## config.mk

```make
export PLATFORM = sky130hd
export DESIGN_NAME = dart_match
export DESIGN_NICKNAME = d
export VERILOG_FILES = /design/src/rtl/dart_match.sv
export SDC_FILE = /design/constraint.sdc
export NUM_CORES = 1
export LEC_CHECK = 0
export CAP_MARGIN = 20
export CORE_UTILIZATION = 53
export CTS_CLUSTER_DIAMETER = 60
export DETAILED_ROUTE_END_ITERATION = 8
export PLACE_DENSITY = 0.94
export SYNTH_ARGS = -nofsm -noshare
export SYNTH_HDL_FRONTEND = slang
export SYNTH_SLANG_ARGS = --single-unit
export TNS_END_PERCENT = 30
```

## constraint.sdc

```tcl
create_clock -name clk -period 7.45 [get_ports clk]
set_input_delay 0.745 -clock clk [delete_from_list [all_inputs] [get_ports clk]]
set_output_delay 0.745 -clock clk [all_outputs]
set_load 0.02 [all_outputs]
```

## src/rtl/dart_match.sv

```systemverilog
// -----------------------------------------------------------------------------
// dart_match
//
// Plays a fixed-length dart match of ROUNDS rounds. One round result is taken
// per valid/ready handshake. For each accepted round the block updates a
// saturating running score, counts rounds and bonus rounds, and tracks a
// streak of bonus rounds. The final accept decides win/lose against TARGET.
//
// Parameters:
//   ROUNDS  - rounds per match, 1..15
//   TARGET  - minimum final score for a win
//   SCORE_W - width of the score output
//
// Ports:
//   clk         in   rising-edge clock
//   rst         in   synchronous, active-high reset
//   start       in   begin a new match (taken in IDLE and DONE only)
//   round_valid in   round result present on p1/p2/bonus
//   p1, p2      in   throw points, 0..3 each
//   bonus       in   round bonus flag
//   round_ready out  high in PLAY; accept = round_valid & round_ready
//   score       out  running total, saturating at 2^SCORE_W-1
//   round_cnt   out  rounds accepted in this match
//   bonus_cnt   out  accepted rounds that carried bonus
//   busy        out  high in PLAY
//   done        out  high in DONE
//   win         out  final score >= TARGET, valid while done
// -----------------------------------------------------------------------------
module dart_match #(
    parameter int ROUNDS  = 5,
    parameter int TARGET  = 20,
    parameter int SCORE_W = 6
) (
    input  logic               clk,
    input  logic               rst,
    input  logic               start,
    input  logic               round_valid,
    input  logic [1:0]         p1,
    input  logic [1:0]         p2,
    input  logic               bonus,
    output logic               round_ready,
    output logic [SCORE_W-1:0] score,
    output logic [3:0]         round_cnt,
    output logic [3:0]         bonus_cnt,
    output logic               busy,
    output logic               done,
    output logic               win
);

    // Sum width leaves headroom above the score so the overflow test is exact.
    localparam int SUM_W = SCORE_W + 4;
    localparam logic [SUM_W-1:0]   SUM_MAX   = SUM_W'({SCORE_W{1'b1}});
    localparam logic [SCORE_W-1:0] SCORE_MAX = {SCORE_W{1'b1}};
    localparam logic [3:0]         LAST_CNT  = 4'(ROUNDS - 1);

    typedef enum logic [1:0] {
        S_IDLE = 2'd0,
        S_PLAY = 2'd1,
        S_DONE = 2'd2
    } state_t;

    state_t state, state_next;

    logic [1:0]         streak;
    logic [1:0]         streak_next;
    logic [SUM_W-1:0]   round_val;
    logic [SUM_W-1:0]   sum;
    logic [SCORE_W-1:0] score_sat;
    logic               win_next;
    logic               accept;
    logic               last_round;
    logic               start_take;

    // Outputs decoded from state only; round_ready never looks at round_valid.
    assign round_ready = (state == S_PLAY);
    assign busy        = (state == S_PLAY);
    assign done        = (state == S_DONE);

    assign accept     = round_valid & round_ready;
    assign last_round = (round_cnt == LAST_CNT);
    assign start_take = start & (state != S_PLAY);

    // -------------------------------------------------------------------------
    // Round value, streak reward and saturating score
    // -------------------------------------------------------------------------
    always_comb begin
        // NOTE: every variable gets a default first so no path infers a latch.
        round_val   = SUM_W'(p1) + SUM_W'(p2);
        streak_next = 2'd0;

        if (bonus) begin
            round_val   = round_val + SUM_W'(2);
            streak_next = streak + 2'd1;
            // Third bonus in a row: reward and restart the streak.
            if (streak_next == 2'd3) begin
                round_val   = round_val + SUM_W'(4);
                streak_next = 2'd0;
            end
        end

        sum       = SUM_W'(score) + round_val;
        score_sat = (sum > SUM_MAX) ? SCORE_MAX : sum[SCORE_W-1:0];
        win_next  = (32'(score_sat) >= TARGET);
    end

    // -------------------------------------------------------------------------
    // FSM
    // -------------------------------------------------------------------------
    always_ff @(posedge clk) begin
        // NOTE: sequential state uses non-blocking assignments only.
        if (rst) begin
            state <= S_IDLE;
        end else begin
            state <= state_next;
        end
    end

    always_comb begin
        state_next = state;
        unique case (state)
            S_IDLE:  if (start) state_next = S_PLAY;
            S_PLAY:  if (accept && last_round) state_next = S_DONE;
            S_DONE:  if (start) state_next = S_PLAY;
            default: state_next = S_IDLE;
        endcase
    end

    // -------------------------------------------------------------------------
    // Match datapath
    // -------------------------------------------------------------------------
    always_ff @(posedge clk) begin
        if (rst || start_take) begin
            score     <= '0;
            round_cnt <= '0;
            bonus_cnt <= '0;
            streak    <= '0;
            win       <= 1'b0;
        end else if (accept) begin
            score     <= score_sat;
            round_cnt <= round_cnt + 4'd1;
            bonus_cnt <= bonus_cnt + 4'(bonus);
            streak    <= streak_next;
            if (last_round) begin
                win <= win_next;
            end
        end
    end

endmodule
```

==> Word-level counts from Yosys, hierarchy flattened <==
Cells that the tools add are included.
{ "word_totals": {"regBits": 19, "output_inout_bits": 18, "elab_cells": 38} }
{ "op_classes": {"addsub": 7, "n_lt_le_gt_ge": 2, "n_eq_ne": 7, "muxes": 8, "bitwise": 2, "reduce_logical": 6} }
{ "ops": {"columns": ["operator", "n"], "rows": [
  ["$add 6x10->10", 1],
  ["$gt 10x6->1 const B", 1],
  ["$mux 5", 2],
  ["$mux 2", 4],
  ["$ge 6x5->1 const B", 1],
  ["$mux 6", 1],
  ["$ne 2x1->1 const B", 3],
  ["$add 4x3->5 const B", 1],
  ["$add 3x2->4 const B", 1],
  ["$add 4x1->4", 1],
  ["$add 4x1->4 const B", 1],
  ["$eq 2x2->1 const B", 2],
  ["$eq 4x3->1 const B", 1],
  ["$pmux 2 s2", 1],
  ["$reduce_and 2->1", 2],
  ["$add 2x2->3", 1],
  ["$add 2x1->2 const B", 1],
  ["$and 1x1->1", 2],
  ["$eq 2x1->1 const B", 1],
  ["$logic_not 2->1", 1],
  ["$reduce_or 2->1", 1],
  ["$logic_and 1x1->1", 1],
  ["$logic_or 1x1->1", 1]
]} }

==> Longest topological paths before layout <==
{ "logic_depth": {"ltp_word": 9, "depth_mapped": 13} }

==> Worst setup path after synthesis <==
No wires, ideal clock.
{ "synth_path": {"kind": "input to register", "start": "in p1[0]", "end": "reg score[0]", "setup_ns": 0.119, "arrival_ns": 3.077, "required_ns": 7.331, "path_slack_ns": 4.254, "stages": 13, "path_cell_list": "ha_1 > inv_1 > fa_1 > ha_1 > xor2_1 > mux2i_1 > ha_1 > buf_2 > nand3_1 > nand2_1 > a21oi_1 > o21ai_2 > o221a_2"} }
{ "synth_via": {"elab_chain_len": 8} }
{ "synth_rtl": {"columns": ["item", "line_no", "text"], "rows": [
  ["start: declaration", "38", "input logic [1:0] p1,"],
  ["$add 2x2->3 *", "88", "round_val = SUM_W'(p1) + SUM_W'(p2);"],
  ["$add 3x2->4", "92", "round_val = round_val + SUM_W'(2);"],
  ["$add 4x3->5", "96", "round_val = round_val + SUM_W'(4);"],
  ["$mux 5", "95", "if (streak_next == 2'd3) begin"],
  ["$mux 5 *", "91", "if (bonus) begin"],
  ["$add 6x10->10 *", "101", "sum = SUM_W'(score) + round_val;"],
  ["$gt 10x6->1", "102", "score_sat = (sum > SUM_MAX) ? SCORE_MAX : sum[SCORE_W-1:0];"],
  ["$mux 6 *", "102", null],
  ["end signal: assignment", "139", "score <= score_sat;"],
  ["end: declaration", "42", "output logic [SCORE_W-1:0] score,"]
]} }
Every way passes the cells marked *; elsewhere a longest branch is shown, timed or not.
A chain may end at the register's enable or synchronous reset.

==> Worst setup path in the final report <==
Same ends and word-level chain as after synthesis.

==> metrics.yaml <==
status:
  outcome: "completed"
sta:
  setup_violations: 0
  slew_viol_final: 0
  slew_headroom_pct: 71.5
  fin_setup_tns_ns: 0
  worstMarginPinSlew_ns: 0.427
  timing.fmax_mhz: 286
  hold_viol_final: 0
  rsz0062_at_grt: "false"
  fin_worst_skew_ns: 0.00471
  min_period_over_period_pct: 46.9
  layout_min_cycle_time_ns: 3.50
setup_path:
  cp-start-kind: "primary input"
  critPathArrivalTime_ns: 3.70
  critPathMaxFanout: 8
  crit_type: "primary input to flop"
  crit_path_end_kind: "flop"
  cp.required_ns: 7.66
floorplan:
  ios: 27
  die_h_um: 49.0
  coreArea_um2: 2020
  die_w_um: 49.0
  start_util_pct: 58.0
  die_area_um2: 2400
  rows: 16
synthesis:
  muxShareOfSynthArea_pct: 1.71
  synth-xor-area-share_pct: 7.47
  synth_top_family_by_area: "simple AND/OR/NAND/NOR gates"
  yosys.cell_types.count: 38
  synth-compound-area-share_pct: 17.1
  ys_warn_count: 0
  synth_nets: 154
  synthCells: 132
  seq_area_frac_synth_pct: 32.4
  synth-simple-area-share_pct: 20.1
  syn_area_per_cell_um2: 8.88
  synth.cell_area_um2: 1170
  synth.ff_latch_count: 19
  yosys.area_share.adder_pct: 15.2
power:
  seq_power_share_pct: 50.6
  peakVddDrop_mv: 0.116
  power_density_nw_per_um2: 144
  power.switching_uw: 62.1
  power_switching_share_pct: 29.7
  leakage_nw: 0.577
  power_frac_comb_pct: 23.9
  p_int_uw: 147
  p_clk_share_pct: 25.5
  finalPower_uw: 209
drt:
  antenna_left: 0
  wl_um: 2550
  dr.pass1.iters: 4
  route.vias.total: 1033
  drtIter0Drc: 13
  wl_per_cell_um: 13.9
  vias_per_cell: 5.61
  drc_errors: 0
cts:
  clkSinkCount: 19
  cts_tree: "built"
  cts_resized: 0
  hold_buffers: 0
  clockRootBuffer: "clkbuf_4"
  cts_buffers: 3
  clockBufferDepth: 2
  path_clk_slew_ns: 0.11
  post_cts_buffers: 0
  clk_latency_ns: 0.30
  cts-htree-levels: 1
place:
  io_buffers: 26
  dpl.hpwl_um: 1960
  gp_congestion: 0.812
finish:
  mostFrequentLayoutCells: "26 x clkdlybuf4s50_1, 19 x dfxtp_1, 12 x nand2_1"
  fin_util_pct: 72.1
  drive_above_1_share_pct: 8.28
  areaGrowthSynthToFinish_pct: 24.3
  antenna_cells: 0
  nets: 180
  fillers: 151
  final_common_cell: "clkdlybuf4s50_1"
global_route:
  grt_pass1_vias: 1025
  grt_first_pass_wirelength_um: 4280
  grt_max_degree: 19
  grt_antenna_before_repair: 0
  grt_use_total_pct: 23.3
  grt.overflow.total: 0
flow_run:
  maxCapViolations: 0
hold_path:
  hp-class: "flop to flop"
==> path summary, 6_finish.rpt <==
check / slack (ns) / to / start / depth (start not counted)
hold reg to reg: 0.49 / bonus_cnt[0]$_SDFFE_PP0P_ / bonus_cnt[0]$_SDFFE_PP0P_ / 2
hold / removal: 0.49 / bonus_cnt[0]$_SDFFE_PP0P_ / bonus_cnt[0]$_SDFFE_PP0P_ / 2
setup reg to reg: 5.27 / score[0]$_SDFFE_PP0P_ / streak[0]$_SDFFE_PP0P_ / 10
setup / recovery: 3.95 / score[0]$_SDFFE_PP0P_ / p1[0] / 13
==> cells by family after synthesis <==
family,count (synthesis)
XOR/XNOR,10
buffers and inverters,14
flip-flops,19
adder cells (fa/ha/maj),13
multiplexers,2
AND/OR/NAND/NOR,44
AO/OA/AOI/OAI,30
==> power groups by stage <==
stage                     registers (mW)  logic, mW  clock network, mW
after floorplan                    0.110     0.0328                  0
after global placement             0.108     0.0467                  0
after detailed placement           0.108     0.0491                  0
after CTS                          0.106     0.0497             0.0538
after global routing               0.106     0.0558             0.0609
final                              0.106     0.0500             0.0535
==> registers in the layout, summed over array words and instances (netlist names) <==
name,flops
score,6
state,2
round_cnt,4
streak,2
bonus_cnt,4
win,1
==> through the flow <==
| stage | hold WS [ns] | instance area, µm² | setup slack [ns] | instances |
|---|---|---|---|---|
| floorplan | 0.502 | 1170 | 4.25 | 132 |
| global placement | 0.468 | 1430 | 3.77 | 180 |
| global route | 0.526 | 1460 | 3.82 | 184 |
| finish | 0.494 | 1460 | 3.95 | 184 |
| CTS | 0.495 | 1460 | 3.95 | 184 |
| detailed placement | 0.480 | 1430 | 3.63 | 180 |
==> area by class of cell <==
| type | count | area (µm²) | share of cell area (%) |
|---|---|---|---|
| well taps | 27 | 33.8 | 2.32 |
| inverters | 9 | 36.3 | 2.49 |
| clock buffers | 4 | 26.3 | 1.80 |
| repair buffers | 26 | 260 | 17.9 |
| flip-flops and latches | 19 | 380 | 26.1 |
| multi-input cells | 99 | 721 | 49.4 |
==> per-layer routing <==
metal / share of wire (%) / wire (µm) / global-route usage [%]
met1: 42 / 1070 / 24.3
met5: 0 / 0 / 0
met4: 2.4 / 62 / 11.8
met2: 52 / 1330 / 44.7
met3: 3.4 / 88 / 3.12
==> cell usage after synthesis (all sizes together) <==
cell type	instances	area share [%]
a21o	1	0.64
nor4	1	0.53
inv	9	3.1
nand3	3	1.3
and4b	2	1.7
nand2b	5	3.3
a21oi	12	5.4
a31oi	2	1.1
dfxtp	19	32
nand2	12	3.8
o21ai	7	3.3
and2	2	1.3
buf	4	2.7
xnor2	4	3.0
o22ai	1	0.53
o221a	4	3.8
mux2i	2	1.7
clkbuf	1	0.32
nand4b	1	0.75
a22oi	1	0.64
nor3b	1	0.64
nand4	2	1.1
nor2	11	3.5
o21ba	1	0.85
fa	2	3.4
nor3	2	0.85
xor2	6	4.5
o31a	1	0.75
ha	11	12
and2b	2	1.3
==> critical path, cell delays in order <==
cell and delay [ns]:
clkdlybuf4s50_1 0.47, ha_1 0.15, inv_1 0.05, fa_1 0.49
ha_1 0.33, xor2_1 0.18, mux2i_1 0.10, ha_1 0.39
nand3_1 0.13, nand2_1 0.12, a21oi_1 0.20, o21ai_2 0.10
o221a_2 0.26
No activity file was read; power rests on OpenSTA's default activity.
